$ cat config.mk
export PLATFORM = sky130hd
export DESIGN_NAME = pulse_measure
export DESIGN_NICKNAME = d
export VERILOG_FILES = /design/src/rtl/pulse_measure.sv
export SDC_FILE = /design/constraint.sdc
export NUM_CORES = 1
export LEC_CHECK = 0
export CORE_AREA = 2 2 59 61
export CTS_CLUSTER_SIZE = 25
export DETAILED_ROUTE_END_ITERATION = 8
export DIE_AREA = 0 0 61 63
export PLACE_DENSITY = 0.87
export SLEW_MARGIN = 20
export SYNTH_ARGS = -nofsm -noshare
export SYNTH_HDL_FRONTEND = slang
export SYNTH_SLANG_ARGS = --single-unit
export TNS_END_PERCENT = 5
$ cat constraint.sdc
create_clock -name clk -period 4.3 [get_ports clk]
set_input_delay 0.645 -clock clk [delete_from_list [all_inputs] [get_ports clk]]
set_output_delay 0.645 -clock clk [all_outputs]
set_load 0.02 [all_outputs]
$ cat src/rtl/pulse_measure.sv
// pulse_measure
//
// Arms on a start strobe and measures a single-bit pulse that is synchronous
// to clk: first the delay from start to the rising edge, then the number of
// sampling edges the pulse stays high. Both values are compared against the
// expected values and the result word is held on a valid/ready handshake
// until the consumer accepts it.
//
// Optional build macro: PULSE_MEASURE_STATS_EN adds a saturating 16-bit
// count of accepted results that carried any error flag.
//
// Ports:
//   clk          clock; all logic is rising-edge
//   reset        synchronous, active-high reset
//   start        arm request, only looked at while idle
//   pulse_in     monitored pulse, synchronous to clk
//   meas_delay   measured start-to-rise delay (clocks)
//   meas_width   measured high width (clocks)
//   delay_err    meas_delay differs from EXP_DELAY
//   width_err    meas_width differs from EXP_WIDTH
//   timeout_err  no rising edge within TIMEOUT clocks
//   meas_valid   result fields valid
//   meas_ready   consumer accepts the result
//   busy         a measurement or report is in progress
//   fail_count   (PULSE_MEASURE_STATS_EN only) accepted results with errors

module pulse_measure #(
  parameter int CNT_W     = 8,
  parameter int EXP_DELAY = 3,
  parameter int EXP_WIDTH = 3,
  parameter int TIMEOUT   = 255
) (
  input  logic             clk,
  input  logic             reset,
  input  logic             start,
  input  logic             pulse_in,
  output logic [CNT_W-1:0] meas_delay,
  output logic [CNT_W-1:0] meas_width,
  output logic             delay_err,
  output logic             width_err,
  output logic             timeout_err,
  output logic             meas_valid,
  input  logic             meas_ready,
  output logic             busy
`ifdef PULSE_MEASURE_STATS_EN
  ,
  output logic [15:0]      fail_count
`endif
);

  localparam logic [CNT_W-1:0] CNT_MAX   = {CNT_W{1'b1}};
  localparam logic [CNT_W-1:0] CNT_ONE   = {{(CNT_W-1){1'b0}}, 1'b1};
  localparam logic [CNT_W-1:0] EXP_D     = CNT_W'(EXP_DELAY);
  localparam logic [CNT_W-1:0] EXP_W     = CNT_W'(EXP_WIDTH);
  localparam logic [CNT_W-1:0] TIMEOUT_C = CNT_W'(TIMEOUT);

  typedef enum logic [1:0] {
    IDLE,
    WAIT_RISE,
    MEASURE,
    REPORT
  } state_t;

  state_t           state;
  state_t           state_next;
  logic [CNT_W-1:0] counter;
  logic [CNT_W-1:0] counter_next;
  logic             pulse_prev;
  logic             rise;

  logic [CNT_W-1:0] delay_next;
  logic [CNT_W-1:0] width_next;
  logic             delay_err_next;
  logic             width_err_next;
  logic             timeout_err_next;
  logic             valid_next;
  logic             accept;

`ifdef PULSE_MEASURE_STATS_EN
  logic [15:0]      fail_count_next;
`endif

  // Counters never wrap: a pulse longer than the counter range reports the
  // maximum value instead of a small wrapped width.
  function automatic logic [CNT_W-1:0] sat_inc(input logic [CNT_W-1:0] v);
    if (v == CNT_MAX) begin
      return v;
    end
    return v + CNT_ONE;
  endfunction

  // A pulse already high when the block arms produces no rise here, because
  // pulse_prev tracks pulse_in every cycle regardless of state.
  assign rise   = pulse_in & ~pulse_prev;
  assign accept = meas_valid & meas_ready;
  assign busy   = (state != IDLE);

  // ---- next-state / result computation ----
  always_comb begin
    state_next       = state;
    counter_next     = counter;
    delay_next       = meas_delay;
    width_next       = meas_width;
    delay_err_next   = delay_err;
    width_err_next   = width_err;
    timeout_err_next = timeout_err;
    valid_next       = meas_valid;

    case (state)
      IDLE: begin
        if (start) begin
          counter_next = CNT_ONE;
          state_next   = WAIT_RISE;
        end
      end

      WAIT_RISE: begin
        if (rise) begin
          delay_next   = counter;
          counter_next = CNT_ONE;
          state_next   = MEASURE;
        end else if (counter == TIMEOUT_C) begin
          delay_next       = TIMEOUT_C;
          width_next       = '0;
          delay_err_next   = 1'b1;
          width_err_next   = 1'b1;
          timeout_err_next = 1'b1;
          valid_next       = 1'b1;
          state_next       = REPORT;
        end else begin
          counter_next = sat_inc(counter);
        end
      end

      MEASURE: begin
        if (pulse_in) begin
          counter_next = sat_inc(counter);
        end else begin
          width_next       = counter;
          delay_err_next   = (meas_delay != EXP_D);
          width_err_next   = (counter != EXP_W);
          timeout_err_next = 1'b0;
          valid_next       = 1'b1;
          state_next       = REPORT;
        end
      end

      REPORT: begin
        // start is deliberately not looked at here, including on the
        // handshake edge, so a new run always needs a fresh start in IDLE.
        if (accept) begin
          valid_next = 1'b0;
          state_next = IDLE;
        end
      end

      default: begin
        state_next = IDLE;
      end
    endcase
  end

`ifdef PULSE_MEASURE_STATS_EN
  always_comb begin
    fail_count_next = fail_count;
    if (accept && (delay_err || width_err || timeout_err) && (fail_count != 16'hFFFF)) begin
      fail_count_next = fail_count + 16'd1;
    end
  end
`else
  // Statistics counter not built.
`endif

  // ---- registered state and result fields ----
  always_ff @(posedge clk) begin
    if (reset) begin
      state       <= IDLE;
      counter     <= '0;
      pulse_prev  <= 1'b0;
      meas_delay  <= '0;
      meas_width  <= '0;
      delay_err   <= 1'b0;
      width_err   <= 1'b0;
      timeout_err <= 1'b0;
      meas_valid  <= 1'b0;
    end else begin
      state       <= state_next;
      counter     <= counter_next;
      pulse_prev  <= pulse_in;
      meas_delay  <= delay_next;
      meas_width  <= width_next;
      delay_err   <= delay_err_next;
      width_err   <= width_err_next;
      timeout_err <= timeout_err_next;
      meas_valid  <= valid_next;
    end
  end

`ifdef PULSE_MEASURE_STATS_EN
  always_ff @(posedge clk) begin
    if (reset) begin
      fail_count <= '0;
    end else begin
      fail_count <= fail_count_next;
    end
  end
`endif

endmodule

==> results.ini, run 1 <==
[layout]
final_common_cell=dfxtp_1
final-seq-area_um2=621
drive_gt1_share_pct=10.9
area_delta_synth_final_pct=17.3
num_antenna_cells=0
multiInputGateArea_um2=1040
fin_util_pct=65.2
fin_nets=230
final_cell_mix=dfxtp_1, clkdlybuf4s50_1, nand2_1
fillers=280

[synthesis]
ys_seq_area_share_pct=34.5
syn_nets=213
synthMuxAreaShare_pct=0
netlist_top_cells_area=dfxtp_1, o32ai_2, a21oi_1, nand2_1, ha_1
yosysTopAreaCell=dfxtp_1
post_synth_num_cell_types=43
yosysTopAreaCellShare_pct=34.5
synth_xor_area_share_pct=0
syn_inst=202
yosysWarnings=0
ys_ff_latch=31
synth-simple-area-share_pct=20.1
synth_compound_area_share_pct=33.7
ys_async_sr_fraction_pct=0
synth_flop_cell=dfxtp_1
synth_edf_count=0
yosys.area_share.adder_pct=4.18
avgSynthCellArea_um2=8.89
synth_top_family_by_area=compound AO/OA/AOI/OAI gates
syn_area_um2=1800

[grt]
grt_pass1_vias=1580
grt_max_degree=25
antenna_found_initial=0
grt_overflow=0
grt_use_total_pct=24.8
grt_pass1_wl_mm=7.33

[sta]
setup_viol=0
post-route-min-period_ns=2.39
relSlewSlack_pct=38.2
fin_tns_setup_ns=0
maxSlewViolCount=0
fin_skew_ns=0.00893
timing.fmax_mhz=418
finalHoldViolations=0
tightest_slew_ns=0.924
rsz0062_at_grt=no
post-route-period-util_pct=55.6

[setup_path]
worst_path_max_delay_cell=clkdlybuf4s50_1
cp-startpoint=state[0]
cp.arrival_ns=1.75
startpoint_type=flop
slowest_delay_ns=0.61
worst-path-buf-inv=3
reg2reg_from=state[0]
path_max_fanout=4
crit_top_cell=inv_1
critPathTopFamily=buffers and inverters
required_ns=3.65
endpoint_kind=primary output
worstSetupPathType=flop to primary output
crit_chain=inv_1 > ha_1 > inv_1 > clkdlybuf4s50_1

[clock_network]
clk_pin_slew_ns=0.10
postCtsSetupRepairBufs=0
numCtsBuffers=5
cts_root_buf=clkbuf_4
ctsLongestPathBuffers=2
worstSkewPairLatency_ns=0.33
cts_tree=built
clock_sinks=31
hold_buffers=0
htree_levels=2
ctsResizeCount=0

[place]
post-dp-hpwl_mm=2.96
port_buffers=25
gp_congestion=0.849

[die]
die_area_um2=3840
chipHeight_um=63
die_w_um=61
start_util_pct=55.6
coreArea_um2=3230
io_pins=26
rows=21

[power]
p_leak_uw=0.000665
peakVddDrop_uv=336
power.density_nw_per_um2=551

[min_path]
hold_path_class=flop to flop
worstHoldStart=meas_width[6]

[route]
wl_per_cell_um=16.1
via_per_inst=6.33
ant_nets=0
vias=1683
wirelength_mm=4.28
drtIter0Drc=155
dr.pass1.iters=4
drt_drc_violations_left=0

[job]
maxCapViolations=0

[status]
status=finished, final reports clean

## cell families after synthesis
logic type	Yosys count
compound gates	71
fa+ha+maj	6
flops	31
buf+inv	28
simple gates	66
## flip-flops by register name, indices dropped and copies added (netlist names), 2 cells and up
name and cells:
state 2, meas_width 8, counter 8, meas_delay 8
## area by class of cell
cell class,count,area share [%]
Clock buffer,6,2.43
Clock inverter,2,1.66
Inverter,12,2.14
Multi-Input combinational cell,143,49.4
Sequential cell,31,29.4
Tap cell,46,2.73
Timing Repair Buffer,26,12.2
## stage by stage
step	area, um^2	setup slack, ns	hold slack [ns]	instances	power, uW
after floorplan	1800	2.51	0.495	202	787
after global placement	2020	1.79	0.460	258	905
after detailed placement	2020	1.72	0.466	258	922
after CTS	2110	1.91	0.480	266	1160
after global routing	2110	1.78	0.495	266	1240
final	2110	1.91	0.475	266	1160
## synthesized netlist by cell type (2+ instances only)
master and number:
buf_2 6, nor2_1 4, clkbuf_1 6, and3_1 3
nand2_1 22, ha_1 6, o31ai_1 2, o21ai_0 8
nor4_1 3, a21o_1 2, or3_1 6, dfxtp_1 31
o32ai_2 6, nand4_1 10, a211oi_1 2, nor3_1 2
nor2b_1 3, a21oi_1 17, buf_4 2, inv_1 12
a221oi_1 6, nand3_1 7, a311oi_1 4, and4_1 2
o211ai_1 3, o21ai_2 2, a31oi_1 8, buf_6 2
## worst paths after layout
check                  endpoint  slack [ns]  cells after the start
setup reg to reg     counter[4]        2.13                      6
hold / removal    meas_width[6]        0.47                      2
setup / recovery           busy        1.91                      4
hold reg to reg   meas_width[6]        0.47                      2
## report_power, final
part           internal (uW)  switching (uW)
registers                320            32.1
logic                    200             372
clock network            137             101
## per-layer routing
| layer | part of all wire, % | vias to the layer above | GRT usage, % | wire [um] |
|---|---|---|---|---|
| li1 | - | 802 | - | - |
| met1 | 44 | 806 | 34.1 | 1880 |
| met2 | 49 | 68 | 37.0 | 2090 |
| met3 | 5.8 | 7 | 6.21 | 248 |
| met4 | 1.4 | 0 | 8.97 | 58 |
| met5 | 0 | - | 0 | 0 |
## worst min-delay path: stages, from the launching register on
cell     delay, ns
dfxtp_1       0.32
o21ai_0       0.06
a21oi_1       0.06
Power figures use the tool's default switching activity.
==> run 2, diff against run 1 <==
--- a/config.mk
+++ b/config.mk
@@ -5,11 +5,11 @@
 export SDC_FILE = /design/constraint.sdc
 export NUM_CORES = 1
 export LEC_CHECK = 0
-export CORE_AREA = 2 2 59 61
+export CORE_AREA = 2 2 64 66
 export CTS_CLUSTER_SIZE = 25
 export DETAILED_ROUTE_END_ITERATION = 8
-export DIE_AREA = 0 0 61 63
-export PLACE_DENSITY = 0.87
+export DIE_AREA = 0 0 66 68
+export PLACE_DENSITY = 0.79
 export SLEW_MARGIN = 20
 export SYNTH_ARGS = -nofsm -noshare
 export SYNTH_HDL_FRONTEND = slang
==> constraint.sdc (replaced) <==
create_clock -name clk -period 2.15 [get_ports clk]
set_input_delay 0.3225 -clock clk [delete_from_list [all_inputs] [get_ports clk]]
set_output_delay 0.3225 -clock clk [all_outputs]
set_load 0.02 [all_outputs]
==> run 2 against run 1 <==
Net effect: clock skew is 0.0055 ns lower; register-to-register slack worse by 2.0 ns; final area grew 4.2%; largest power group unchanged; via count is 1.3% higher; clock power rose by 94%; sequential power rose by 95%; sequential cell count unchanged; utilization shrank 8.3 points; setup slack got worse by 1.8 ns; final cell count increased by 5.3%.
==> results.ini, run 2 (same netlist as run 1, synthesis figures left out) <==
[setup_path]
r2r_slack_ns=0.18  ; -1.95 ns
r2r_cells=6  ; unchanged
worstSetupEndpoint=busy
endpoint_kind=primary output
worstSetupPathType=flop to primary output
required_ns=1.83  ; -1.82 ns
path_max_fanout=4  ; unchanged
r2r_end=delay_err
startpoint_type=flop
cp.arrival_ns=1.71  ; -0.04 ns
reg2reg_from=state[0]
cp-startpoint=state[0]

[place]
gp_congestion=0.859  ; +1.2%
post-dp-hpwl_mm=3.19  ; +7.7%
port_buffers=25  ; unchanged
placed_cells=273  ; +5.8%

[power]
p_leak_uw=0.000722  ; +8.5%
power.density_nw_per_um2=1070  ; +94%
peakVddDrop_uv=922  ; +170%

[layout]
fillers=377  ; +35%
drive_gt1_share_pct=14.8  ; +3.9 points
largestRegisters=counter: 8 flops, meas_delay: 8 flops, meas_width: 8 flops
area_delta_synth_final_pct=22.3
final_cell_mix=dfxtp_1, clkdlybuf4s50_1, nand2_1
fin_nets=241  ; +4.8%
num_antenna_cells=0  ; unchanged
final_common_cell=dfxtp_1
final_cell_count_no_fill=280  ; +5.3%

[die]
die_w_um=66  ; +8.2%
start_util_pct=46.6  ; -9.0 points
io_pins=26  ; unchanged
coreArea_um2=3860  ; +19%
die_area_um2=4490  ; +17%
rows=23  ; +9.5%
chipHeight_um=68  ; +7.9%

[clock_network]
hold_buffers=0  ; unchanged
worstSkewPairLatency_ns=0.29  ; -0.04 ns
clk_pin_slew_ns=0.06  ; -0.04 ns
ctsLongestPathBuffers=2  ; unchanged
numCtsBuffers=5  ; unchanged
cts_tree=built
postCtsSetupRepairBufs=0  ; unchanged
clock_sinks=31  ; unchanged
cts_root_buf=clkbuf_8
htree_levels=2  ; unchanged
ctsResizeCount=0  ; unchanged

[grt]
grt_busiest_layer=met2
met2_usage_pct=36.4  ; -0.60 points
use_met3_pct=4.11  ; -2.1 points
grt_pass1_vias=1564  ; -1.0%
grt_max_degree=16  ; -36%
grt_pass1_wl_mm=7.41  ; +1.0%
gr-usage-met1_pct=27.7  ; -6.3 points
antenna_found_initial=0  ; unchanged
grt_overflow=0  ; unchanged
grt_use_total_pct=21.8  ; -3.0 points

[route]
vias=1705  ; +1.3%
ant_nets=0  ; unchanged
drt_drc_violations_left=0  ; unchanged
dr.pass1.iters=4  ; unchanged
wirelength_mm=4.41  ; +3.1%
wl_per_cell_um=15.7  ; -2.0%
via_per_inst=6.09  ; -3.8%
drtIter0Drc=84  ; -46%

[min_path]
hold_path_class=flop to flop

[sta]
post-route-period-util_pct=94.7
fin_skew_ns=0.00346  ; -0.00547 ns
relSlewSlack_pct=64.1  ; +26 points
timing.fmax_mhz=491
post-route-min-period_ns=2.04
tightest_slew_ns=0.535  ; -0.389 ns
setup_viol=0  ; unchanged
fin_tns_setup_ns=0  ; unchanged
rsz0062_at_grt=no
maxSlewViolCount=0  ; unchanged
finalHoldViolations=0  ; unchanged

[status]
status=finished, final reports clean

[job]
maxCapViolations=0  ; unchanged

run 2: cell type report:
type / instances / area [um^2] / share of cell area, %
Clock inverter: 1 / 5.00 / 0.228
Tap cell: 50 / 62.6 / 2.85
Multi-Input combinational cell: 143 / 1040 / 47.4
Inverter: 12 / 45.0 / 2.05
Sequential cell: 31 / 621 / 28.2
Timing Repair Buffer: 37 / 340 / 15.5
Clock buffer: 6 / 82.6 / 3.76
run 2: stage by stage:
step | area, um^2 | hold slack [ns] | utilization [%] | power, uW | setup slack (ns)
floorplan | 1800 | 0.495 | - | 1570 | 0.452
global placement | 2110 | 0.465 | 54.7 | 1860 | 0.207
detailed placement | 2110 | 0.466 | 54.7 | 1880 | 0.129
CTS | 2200 | 0.483 | 57.0 | 2360 | 0.103
global route | 2200 | 0.490 | 57.0 | 2500 | 0.00165
finish | 2200 | 0.473 | 57.0 | 2350 | 0.113
run 2: worst min path at each step:
stage | from | end | slack [ns] | cells after the start
final | meas_width[3] | meas_width[3] | 0.47 | 2
after global routing | meas_width[0] | meas_width[0] | 0.49 | 2
after CTS | meas_width[4] | meas_width[4] | 0.48 | 2
after detailed placement | meas_width[1] | meas_width[1] | 0.47 | 2
after global placement | meas_width[6] | meas_width[6] | 0.46 | 2
after floorplan | counter[1] | counter[1] | 0.50 | 2
run 2: report_power, final:
part | leakage [uW] | switching (uW) | total (uW) | internal, uW
Sequential | 0.000251 | 45.9 | 687 | 641
Clock | 0.0000470 | 213 | 463 | 251
Combinational | 0.000424 | 767 | 1200 | 434
run 2: critical path: stages (launching register included):
cell	delay, ns
dfxtp_1	0.39
inv_1	0.10
ha_1	0.22
inv_1	0.10
clkdlybuf4s50_1	0.61
run 2: per-layer routing:
metal	vias up	wire (um)	share of wire, %
met2	60	2000	45
met1	814	1990	45
met4	0	81	1.8
met5	-	0	0
li1	823	-	-
met3	8	340	7.7
